$ cat src/rtl/matrix_page_scheduler_if.sv
// Bus between the image decoders, the matrix page scheduler and the matrix pins.
interface matrix_page_scheduler_if;
   logic       enable;
   logic       water_req;
   logic       irrigation_req;
   logic [6:0] water_col_2;
   logic [6:0] water_col_1;
   logic [6:0] water_col_0;
   logic [6:0] irrigation_col_2;
   logic [6:0] irrigation_col_1;
   logic [6:0] irrigation_col_0;
   logic [6:0] row;
   logic [2:0] col_en_n;
   logic       page;
   logic       frame_done;

   // Decoder/pin side: drives requests and images, observes matrix drive.
   modport master (
      output enable, water_req, irrigation_req,
      output water_col_2, water_col_1, water_col_0,
      output irrigation_col_2, irrigation_col_1, irrigation_col_0,
      input  row, col_en_n, page, frame_done
   );

   // Scheduler side.
   modport slave (
      input  enable, water_req, irrigation_req,
      input  water_col_2, water_col_1, water_col_0,
      input  irrigation_col_2, irrigation_col_1, irrigation_col_0,
      output row, col_en_n, page, frame_done
   );
endinterface

$ cat src/rtl/matrix_page_scheduler.sv
// Time-multiplexed 7x3 LED matrix scanner alternating water / irrigation pages
// with a programmable per-page dwell and a one-slot blanking gap on page switch.
module matrix_page_scheduler #(
   parameter int unsigned SCAN_DIV     = 1000,
   parameter int unsigned DWELL_FRAMES = 4
) (
   input logic                    clock,
   input logic                    reset_n,
   matrix_page_scheduler_if.slave bus
);
   localparam int unsigned   PW        = (SCAN_DIV > 1) ? $clog2(SCAN_DIV) : 1;
   localparam int unsigned   DW        = $clog2(DWELL_FRAMES + 1);
   localparam logic [PW-1:0] PrescLast = PW'(SCAN_DIV - 1);
   localparam logic [DW-1:0] DwellMax  = DW'(DWELL_FRAMES);
   localparam logic [DW-1:0] DwellLast = DW'(DWELL_FRAMES - 1);

   typedef enum logic [1:0] {StIdle, StShowWater, StShowIrrig, StBlank} state_e;

   state_e        state_q, state_d;
   logic [PW-1:0] presc_q, presc_d;
   logic [1:0]    col_q, col_d;
   logic [DW-1:0] dwell_q, dwell_d;
   logic [6:0]    row_q, row_d;
   logic [2:0]    col_en_n_q, col_en_n_d;
   logic          page_q, page_d;
   logic          show, tick, frame_end, dwell_hit, cur_req, oth_req;
   logic [6:0]    sel_col;

   assign show      = (state_q == StShowWater) || (state_q == StShowIrrig);
   assign tick      = (presc_q == PrescLast);
   assign frame_end = show && tick && (col_q == 2'd2);
   // This frame end brings the dwell count up to DWELL_FRAMES (or it is already saturated).
   assign dwell_hit = (dwell_q >= DwellLast);
   assign cur_req   = (state_q == StShowIrrig) ? bus.irrigation_req : bus.water_req;
   assign oth_req   = (state_q == StShowIrrig) ? bus.water_req : bus.irrigation_req;

   // State and scan counter registers.
   always_ff @(posedge clock or negedge reset_n) begin
      if (!reset_n) begin
         state_q <= StIdle;
         presc_q <= '0;
         col_q   <= '0;
         dwell_q <= '0;
      end else begin
         state_q <= state_d;
         presc_q <= presc_d;
         col_q   <= col_d;
         dwell_q <= dwell_d;
      end
   end

   // Next state and counters; page switches are decided only at frame ends.
   always_comb begin
      state_d = state_q;
      presc_d = presc_q;
      col_d   = col_q;
      dwell_d = dwell_q;
      if (!bus.enable) begin
         state_d = StIdle;
         presc_d = '0;
         col_d   = '0;
         dwell_d = '0;
      end else begin
         case (state_q)
            StShowWater, StShowIrrig: begin
               presc_d = tick ? '0 : presc_q + PW'(1);
               if (tick) begin
                  col_d = (col_q == 2'd2) ? 2'd0 : col_q + 2'd1;
               end
               if (frame_end) begin
                  dwell_d = dwell_hit ? DwellMax : dwell_q + DW'(1);
                  if (oth_req && (!cur_req || dwell_hit)) begin
                     state_d = StBlank;
                     dwell_d = '0;
                  end else if (!cur_req && !oth_req) begin
                     state_d = StIdle;
                     dwell_d = '0;
                  end
               end
            end
            StBlank: begin
               presc_d = tick ? '0 : presc_q + PW'(1);
               col_d   = '0;
               dwell_d = '0;
               // page_q still names the page shown before the gap.
               if (tick) begin
                  state_d = page_q ? StShowWater : StShowIrrig;
               end
            end
            default: begin
               presc_d = '0;
               col_d   = '0;
               dwell_d = '0;
               if (bus.water_req) begin
                  state_d = StShowWater;
               end else if (bus.irrigation_req) begin
                  state_d = StShowIrrig;
               end
            end
         endcase
      end
   end

   // Output next-values: live column image of the shown page, blank otherwise.
   always_comb begin
      row_d      = '0;
      col_en_n_d = 3'b111;
      page_d     = page_q;
      if (state_q == StShowIrrig) begin
         case (col_q)
            2'd0:    sel_col = bus.irrigation_col_0;
            2'd1:    sel_col = bus.irrigation_col_1;
            default: sel_col = bus.irrigation_col_2;
         endcase
      end else begin
         case (col_q)
            2'd0:    sel_col = bus.water_col_0;
            2'd1:    sel_col = bus.water_col_1;
            default: sel_col = bus.water_col_2;
         endcase
      end
      if (bus.enable && show) begin
         row_d      = sel_col;
         col_en_n_d = ~(3'b001 << col_q);
         page_d     = (state_q == StShowIrrig);
      end
   end

   // Output registers; row and column enable change on the same edge.
   always_ff @(posedge clock or negedge reset_n) begin
      if (!reset_n) begin
         row_q      <= '0;
         col_en_n_q <= 3'b111;
         page_q     <= 1'b0;
      end else begin
         row_q      <= row_d;
         col_en_n_q <= col_en_n_d;
         page_q     <= page_d;
      end
   end

   assign bus.row        = row_q;
   assign bus.col_en_n   = col_en_n_q;
   assign bus.page       = page_q;
   assign bus.frame_done = bus.enable && frame_end;
endmodule

$ cat src/flat_wrapper.sv
// flat-port wrapper written by rule: the top's interface ports become plain ports
module matrix_page_scheduler_flat 
#(
   parameter int unsigned SCAN_DIV     = 1000,
   parameter int unsigned DWELL_FRAMES = 4
)
  (clock, reset_n, bus_enable, bus_water_req, bus_irrigation_req, bus_water_col_2, bus_water_col_1, bus_water_col_0, bus_irrigation_col_2, bus_irrigation_col_1, bus_irrigation_col_0, bus_row, bus_col_en_n, bus_page, bus_frame_done);
  matrix_page_scheduler_if bus_i ();
  input logic clock;
  input logic reset_n;
  input wire logic [$bits(bus_i.enable)-1:0] bus_enable;
  input wire logic [$bits(bus_i.water_req)-1:0] bus_water_req;
  input wire logic [$bits(bus_i.irrigation_req)-1:0] bus_irrigation_req;
  input wire logic [$bits(bus_i.water_col_2)-1:0] bus_water_col_2;
  input wire logic [$bits(bus_i.water_col_1)-1:0] bus_water_col_1;
  input wire logic [$bits(bus_i.water_col_0)-1:0] bus_water_col_0;
  input wire logic [$bits(bus_i.irrigation_col_2)-1:0] bus_irrigation_col_2;
  input wire logic [$bits(bus_i.irrigation_col_1)-1:0] bus_irrigation_col_1;
  input wire logic [$bits(bus_i.irrigation_col_0)-1:0] bus_irrigation_col_0;
  output wire logic [$bits(bus_i.row)-1:0] bus_row;
  output wire logic [$bits(bus_i.col_en_n)-1:0] bus_col_en_n;
  output wire logic [$bits(bus_i.page)-1:0] bus_page;
  output wire logic [$bits(bus_i.frame_done)-1:0] bus_frame_done;
  assign bus_i.enable = bus_enable;
  assign bus_i.water_req = bus_water_req;
  assign bus_i.irrigation_req = bus_irrigation_req;
  assign bus_i.water_col_2 = bus_water_col_2;
  assign bus_i.water_col_1 = bus_water_col_1;
  assign bus_i.water_col_0 = bus_water_col_0;
  assign bus_i.irrigation_col_2 = bus_irrigation_col_2;
  assign bus_i.irrigation_col_1 = bus_irrigation_col_1;
  assign bus_i.irrigation_col_0 = bus_irrigation_col_0;
  assign bus_row = bus_i.row;
  assign bus_col_en_n = bus_i.col_en_n;
  assign bus_page = bus_i.page;
  assign bus_frame_done = bus_i.frame_done;
  matrix_page_scheduler #(.SCAN_DIV(SCAN_DIV), .DWELL_FRAMES(DWELL_FRAMES)) u_core (.clock(clock), .reset_n(reset_n), .bus(bus_i));
endmodule
$ cat config.mk
export PLATFORM = sky130hd
export DESIGN_NAME = matrix_page_scheduler_flat
export DESIGN_NICKNAME = d
export VERILOG_FILES = /design/src/rtl/matrix_page_scheduler_if.sv /design/src/rtl/matrix_page_scheduler.sv /design/src/flat_wrapper.sv
export SDC_FILE = /design/constraint.sdc
export NUM_CORES = 1
export LEC_CHECK = 0
export ABC_AREA = 1
export BUFFER_PORTS_ARGS = -buffer_cell sky130_fd_sc_hd__buf_4
export CORE_MARGIN = 2
export CORE_UTILIZATION = 53
export DETAILED_ROUTE_END_ITERATION = 10
export HOLD_SLACK_MARGIN = 0.02
export PLACE_DENSITY = 0.89
export SYNTH_ARGS = -nofsm -noshare
export SYNTH_HDL_FRONTEND = slang
export SYNTH_SLANG_ARGS = --single-unit
$ cat constraint.sdc
create_clock -name clock -period 3.6 [get_ports clock]
set_clock_uncertainty 0.15 [all_clocks]
set_input_delay 0.36 -clock clock [delete_from_list [all_inputs] [get_ports clock]]
set_output_delay 0.36 -clock clock [all_outputs]
set_load 0.01 [all_outputs]
==> results.yml, run 1 <==
grt:
  grt_usage_pct: 23.9
  antenna_found_initial: 0
  grt_max_degree: 29
  overflow: 0
  grt_pass1_vias: 1518
  grt_pass1_wl_microns: 6480
synth:
  synth.largest_area_cell: "dfrtp_1"
  synth.area.top_cells: "dfrtp_1 (38%), nand2_1 (6.5%), nor2_1 (6.3%)"
  yosysWarnings: 0
  synth_seq_cells: 28
  synthAdderAreaFrac_pct: 4.51
  synth_top_family_by_area: "simple AND/OR/NAND/NOR gates"
  synthXorXnorAreaFrac_pct: 1.58
  post_synth.cell_area_avg_sq_um: 7.89
  synth_compound_area_share_pct: 16.4
  synth_simple_gate_area_share_pct: 26.2
  synth_cell_type_count: 29
  syn_inst: 211
  ys_seq_area_share_pct: 42.3
  synth_nets: 264
  yosysTopAreaCellShare_pct: 37.6
  syn_area_sq_mm: 0.00166
  synth_mux_area_share_pct: 0
timing:
  relSlewSlack_pct: 76.8
  setup_viol: 0
  max_freq_mhz: 440
  finalSetupTns_ps: 0
  hold_viol: 0
  rsz0062_at_grt: "false"
  period_share_pct: 63.1
  timing.final.max_slew_violations: 0
  period_minus_slack_ps: 2270
  worstMarginPinSlew_ps: 348
clock_network:
  numCtsBuffers: 3
  path_clk_slew_ps: 150
  cts_buffer_depth: 2
  cts_tree: "yes"
  cts.htree.levels: 1
  clock_latency_ps: 330
  cts_sinks: 28
  ctsResizeCount: 0
  post-cts-setup-buffers: 0
  cts_root_buf: "clkbuf_4"
route:
  viasPerCell: 5.11
  wl_microns: 3840
  dr.pass1.iters: 4
  drcViolationCount: 0
  wl_per_cell_microns: 12.3
  detail-route-antenna-nets: 0
  vias: 1598
  drt-initial-drc-count: 62
placed_design:
  hpwl_microns: 2880
  placed_cell_area_sq_mm: 0.00211
  io_buffers: 58
  gp_congestion: 0.849
worst_setup_path:
  r2r_cells: 9
  start_kind: "flip-flop"
  worstReg2RegEnd: "u_core.state_q[0]"
  reg2reg_slack_ps: 1790
  critical-path-max-stage-delay_ps: 400
  cp.required_ps: 3090
  path_delay_family: "simple AND/OR/NAND/NOR gates"
  r2r_start: "u_core.state_q[0]"
  cp-end-kind: "primary output"
  path_buf_inv: 2
  criticalPathCategory: "flip-flop to primary output"
  cpMostUsedCell: "nor2_1"
  critPathSlowestCell: "dfrtp_1"
  crit_chain: "inv_1 > ha_1 > nand2_1 > nor2_1 > nand3_2 > nor2_1 > buf_4"
  critical_path_arrival_ps: 1760
  cp_max_fo: 4
pwr:
  peakVddDrop_v: 0.000410
  p_total_mw: 0.960
  power_density_mw_per_mm2: 441
  leakagePower_nw: 1.09
finish:
  layout_common_cells: "buf_4 (58), nand2_1 (29), nor2_1 (28)"
  antenna_cells: 0
  utilization_pct: 71.9
  final_common_cell: "buf_4"
  drive_above_1_share_pct: 30.9
  nets: 323
  finalInstanceArea_sq_mm: 0.00218
  area_growth_syn_to_layout_pct: 30.8
worst_hold_path:
  min_from: "bus_enable"
  min_to: "u_core.bus.col_en_n[2]"
  hold_class: "input pin to flip-flop"
  min_path_cells: 2
die:
  coreArea_sq_mm: 0.00303
  die_h_microns: 60.0
  io_pins: 59
  rows: 20
  die_area_sq_mm: 0.00360
  die-width_microns: 60.0
  start_util_pct: 55.0
status:
  status: "finished, final reports clean"
job:
  maxCapViolations: 0
## sequential cells by signal, indices dropped and copies added, names as in the netlist
| signal | flops |
|---|---|
| u_core.state_q | 2 |
| u_core.dwell_q | 3 |
| u_core.bus.row | 7 |
| u_core.presc_q | 10 |
| u_core.bus.col_en_n | 3 |
| u_core.col_q | 2 |
| u_core.bus.page | 1 |
## how the worst max path moves through the flow
stage                       from        endpoint  slack (ps)  cells past startpoint
2_1_floorplan  u_core.state_q[1]  bus_frame_done        1900                      6
3_3_place_gp   u_core.state_q[0]  bus_frame_done        1790                      7
3_5_place_dp   u_core.state_q[0]  bus_frame_done        1730                      7
4_1_cts        u_core.state_q[0]  bus_frame_done        1300                      7
5_1_grt        u_core.state_q[0]  bus_frame_done        1150                      7
6_report       u_core.state_q[0]  bus_frame_done        1330                      7
## synth_stat cells
library cell  count
nand3_4           1
o31ai_1           1
xor2_1            3
nand2_2           6
a21o_1            1
nand3_2           2
nand2_1          29
nand3_1          15
inv_1            25
inv_2             4
buf_2             2
dfrtp_1          25
buf_6             2
o21ai_2           1
dfstp_2           3
nor3b_1           1
or2_2             2
nand3b_1          1
buf_4             1
nor3_1            2
o22ai_1          13
o21ai_1          10
ha_1              6
nor2_4            2
o21ai_0          18
a21oi_1           4
o21bai_1          1
nor2_1           28
nand4_1           2
## power breakdown
part	switching, mW	internal (mW)	total (mW)
combinational	0.202	0.159	0.362
clock	0.0930	0.113	0.206
sequential	0.0278	0.365	0.393
## per-layer routing
layer	up-vias	part of all wire, %	wire length [microns]	GRT usage [%]
met2	44	50	1940	40.4
met3	6	4.3	164	4.55
li1	811	-	-	-
met4	0	1.8	70	8.57
met1	737	43	1670	30.2
met5	-	0	0	0
## through the flow
| stage | hold WS, ps | cells | worst slack [ps] |
|---|---|---|---|
| after global placement | 142 | 308 | 1790 |
| after floorplan | -85.6 | 211 | 1900 |
| after global routing | 56.8 | 313 | 1150 |
| after detailed placement | 147 | 308 | 1730 |
| after CTS | 65.2 | 313 | 1300 |
| final | 77.3 | 313 | 1330 |
## cell families (layout without fill, tap and decap cells)
logic type      Yosys count  in the layout
simple gates             91             91
compound gates           49             49
buf+inv                  34             92
flops                    28             28
fa+ha+maj                 6              6
xor+xnor                  3              3
## area by class of cell
type	count	area, sq um
sequential	28	704
timing repair buffer	59	445
clock inverter	1	30.0
fill	253	851
multi-input combinational	149	811
inverter	29	109
clock buffer	3	22.5
tap	44	55.1
## repair_timing
| item | 4_1_cts | 5_1_grt |
|---|---|---|
| hold endpoints to repair | 25 | 0 |
| hold buffers | 1 | 0 |
| setup endpoints to repair | 0 | 0 |
No activity file was read; power rests on OpenSTA's default activity.
==> run 2: changes to the inputs <==
Settings changed: ABC_AREA 1 to 0, CORE_UTILIZATION 53 to 50, PLACE_DENSITY 0.89 to 0.85.
Clock period 3.6 ns to 2.23 ns, I/O delays scaled along.
==> run 2 against run 1 <==
Compared with the run above: die area rose by 8.4%; register-to-register slack worse by 1600 ps; via count shrank 4.8%; design area grew 3.7%; critical path type is now flip-flop to flip-flop; largest power group unchanged.
==> results.yml, run 2 <==
status:
  status: "finished, final reports clean"
placed_design:
  dp_cells: 288
  io_buffers: 58
  gp_congestion: 0.774
  post-place-ws_ps: 170
  hpwl_microns: 2700
  placed_cell_area_sq_mm: 0.00220
worst_setup_path:
  start_kind: "flip-flop"
  cp_max_fo: 6
  critical_path_arrival_ps: 2150
  cp.required_ps: 2300
  criticalPathCategory: "flip-flop to flip-flop"
  cp-end-kind: "flip-flop"
pwr:
  peakVddDrop_v: 0.000334
  power_density_mw_per_mm2: 595
  p_total_mw: 1.34
  leakagePower_nw: 1.01
synth:
  post_synth.cell_area_avg_sq_um: 9.15
  synth_edf_count: 0
  yosysWarnings: 0
  synth_seq_cells: 28
  syn_area_sq_mm: 0.00171
  ys_seq_area_share_pct: 41.2
  synth_cell_type_count: 35
  synth_ff_type: "dfrtp_1"
  syn_inst: 187
  synth.largest_area_cell: "dfrtp_1"
  synth.area.top_cells: "dfrtp_1 (37%), mux2i_1 (13%), nor2_1 (5.7%)"
  synthArstFlopShare_pct: 100
  ys_top_cells_by_count: "nor2_1 (26), dfrtp_1 (25), mux2i_1 (23), nand2_1 (23), o21ai_0 (15)"
  yosysTopAreaCellShare_pct: 36.5
  synth.most_common_cell: "nor2_1"
  synth_nets: 240
route:
  vias: 1521
  wl_microns: 3550
  wl_per_cell_microns: 12.1
  detail-route-antenna-nets: 0
  dr.pass1.iters: 4
  drt-initial-drc-count: 70
  viasPerCell: 5.17
  drcViolationCount: 0
finish:
  final_common_cell: "buf_4"
  final-instance-count-excl-fill: 294
  finalInstanceArea_sq_mm: 0.00226
  final.fill_count: 296
  area_growth_syn_to_layout_pct: 31.9
  layout_common_cells: "buf_4 (64), nor2_1 (26), dfrtp_1 (25)"
  largest_register_ffs: 10
  utilization_pct: 68.2
  nets: 302
  regMostFlops: "u_core.presc_q"
  antenna_cells: 0
  drive_above_1_share_pct: 32.7
timing:
  max_freq_mhz: 480
  timing.final.max_slew_violations: 0
  finalSetupTns_ps: 0
  hold_viol: 0
  setup_viol: 0
  hold-worst-slack_ps: 88.7
  period_share_pct: 93.4
  relSlewSlack_pct: 72.9
  worstMarginPinSlew_ps: 405
  fin_ws_ps: 148
  period_minus_slack_ps: 2080
die:
  rows: 21
  start_util_pct: 51.7
  die_h_microns: 62.5
  io_pins: 59
  coreArea_sq_mm: 0.00331
  die_area_sq_mm: 0.00391
  die-width_microns: 62.5
clock_network:
  clock_latency_ps: 320
  cts_sinks: 28
  cts_tree: "yes"
  cts.htree.levels: 1
  cts_root_buf: "clkbuf_4"
  numCtsBuffers: 3
  path_clk_slew_ps: 150
  cts_buffer_depth: 2
worst_hold_path:
  hold_class: "input pin to flip-flop"
grt:
  grt_util_met3_pct: 2.34
  grtUsageMet1_pct: 25.6
  grt_max_degree: 33
  grt.met2_usage_pct: 31.9
  grt_pass1_wl_microns: 6000
  grt_usage_pct: 18.9
  grt.busiest_layer: "met2"
  overflow: 0
  antenna_found_initial: 0
  grt_pass1_vias: 1358
job:
  maxCapViolations: 0
-- run 2: worst paths after layout --
kind                                    startpoint                endpoint  slack [ps]  depth (start not counted)
max                              u_core.dwell_q[0]       u_core.state_q[1]         150                          6
min                        bus_irrigation_col_2[2]       u_core.bus.row[2]          90                          5
max reg2reg                      u_core.dwell_q[0]       u_core.state_q[1]         150                          6
min reg2reg                        u_core.col_q[0]  u_core.bus.col_en_n[2]         390                          2
max in group asynchronous                  reset_n  u_core.bus.col_en_n[1]        1430                          2
min in group asynchronous                  reset_n       u_core.presc_q[8]         180                          2
-- run 2: timing repair --
action                     4_1_cts  5_1_grt
setup buffers                    0        1
hold buffers                     1        0
hold endpoints to repair        28        0
gates resized for setup          1        5
setup endpoints to repair        1        4
-- run 2: worst max-delay path, stage by stage, from the launching register on --
cell and delay, ps:
dfrtp_1 440, ha_1 210, ha_1 170, a211o_1 290, o211ai_1 280, a221oi_1 130
mux2_1 300
-- run 2: cells by family after synthesis --
kind of cell / count (synthesis) / synth area share [%]
AO/OA/AOI/OAI: 28 / 10.6
adder cells (fa/ha/maj): 6 / 4.39
flip-flops: 28 / 41.2
AND/OR/NAND/NOR: 70 / 18.2
multiplexers: 28 / 16.7
buffers and inverters: 19 / 4.82
XOR/XNOR: 8 / 4.09
-- run 2: metal layers --
| layer | up-vias | wire, microns |
|---|---|---|
| li1 | 761 | - |
| met1 | 712 | 1550 |
| met2 | 46 | 1800 |
| met3 | 2 | 163 |
| met4 | 0 | 27 |
| met5 | - | 0 |
-- run 2: layout make-up --
| class | count | area (sq um) | area share (%) |
|---|---|---|---|
| inverter | 11 | 41.3 | 1.83 |
| tap | 46 | 57.6 | 2.55 |
| multi-input combinational | 140 | 937 | 41.5 |
| clock buffer | 4 | 26.3 | 1.16 |
| timing repair buffer | 65 | 490 | 21.7 |
| sequential | 28 | 704 | 31.2 |
-- run 2: power breakdown --
part | switching [mW] | total (mW) | internal, mW
Combinational | 0.246 | 0.515 | 0.269
Sequential | 0.0357 | 0.613 | 0.578
Clock | 0.144 | 0.214 | 0.0700
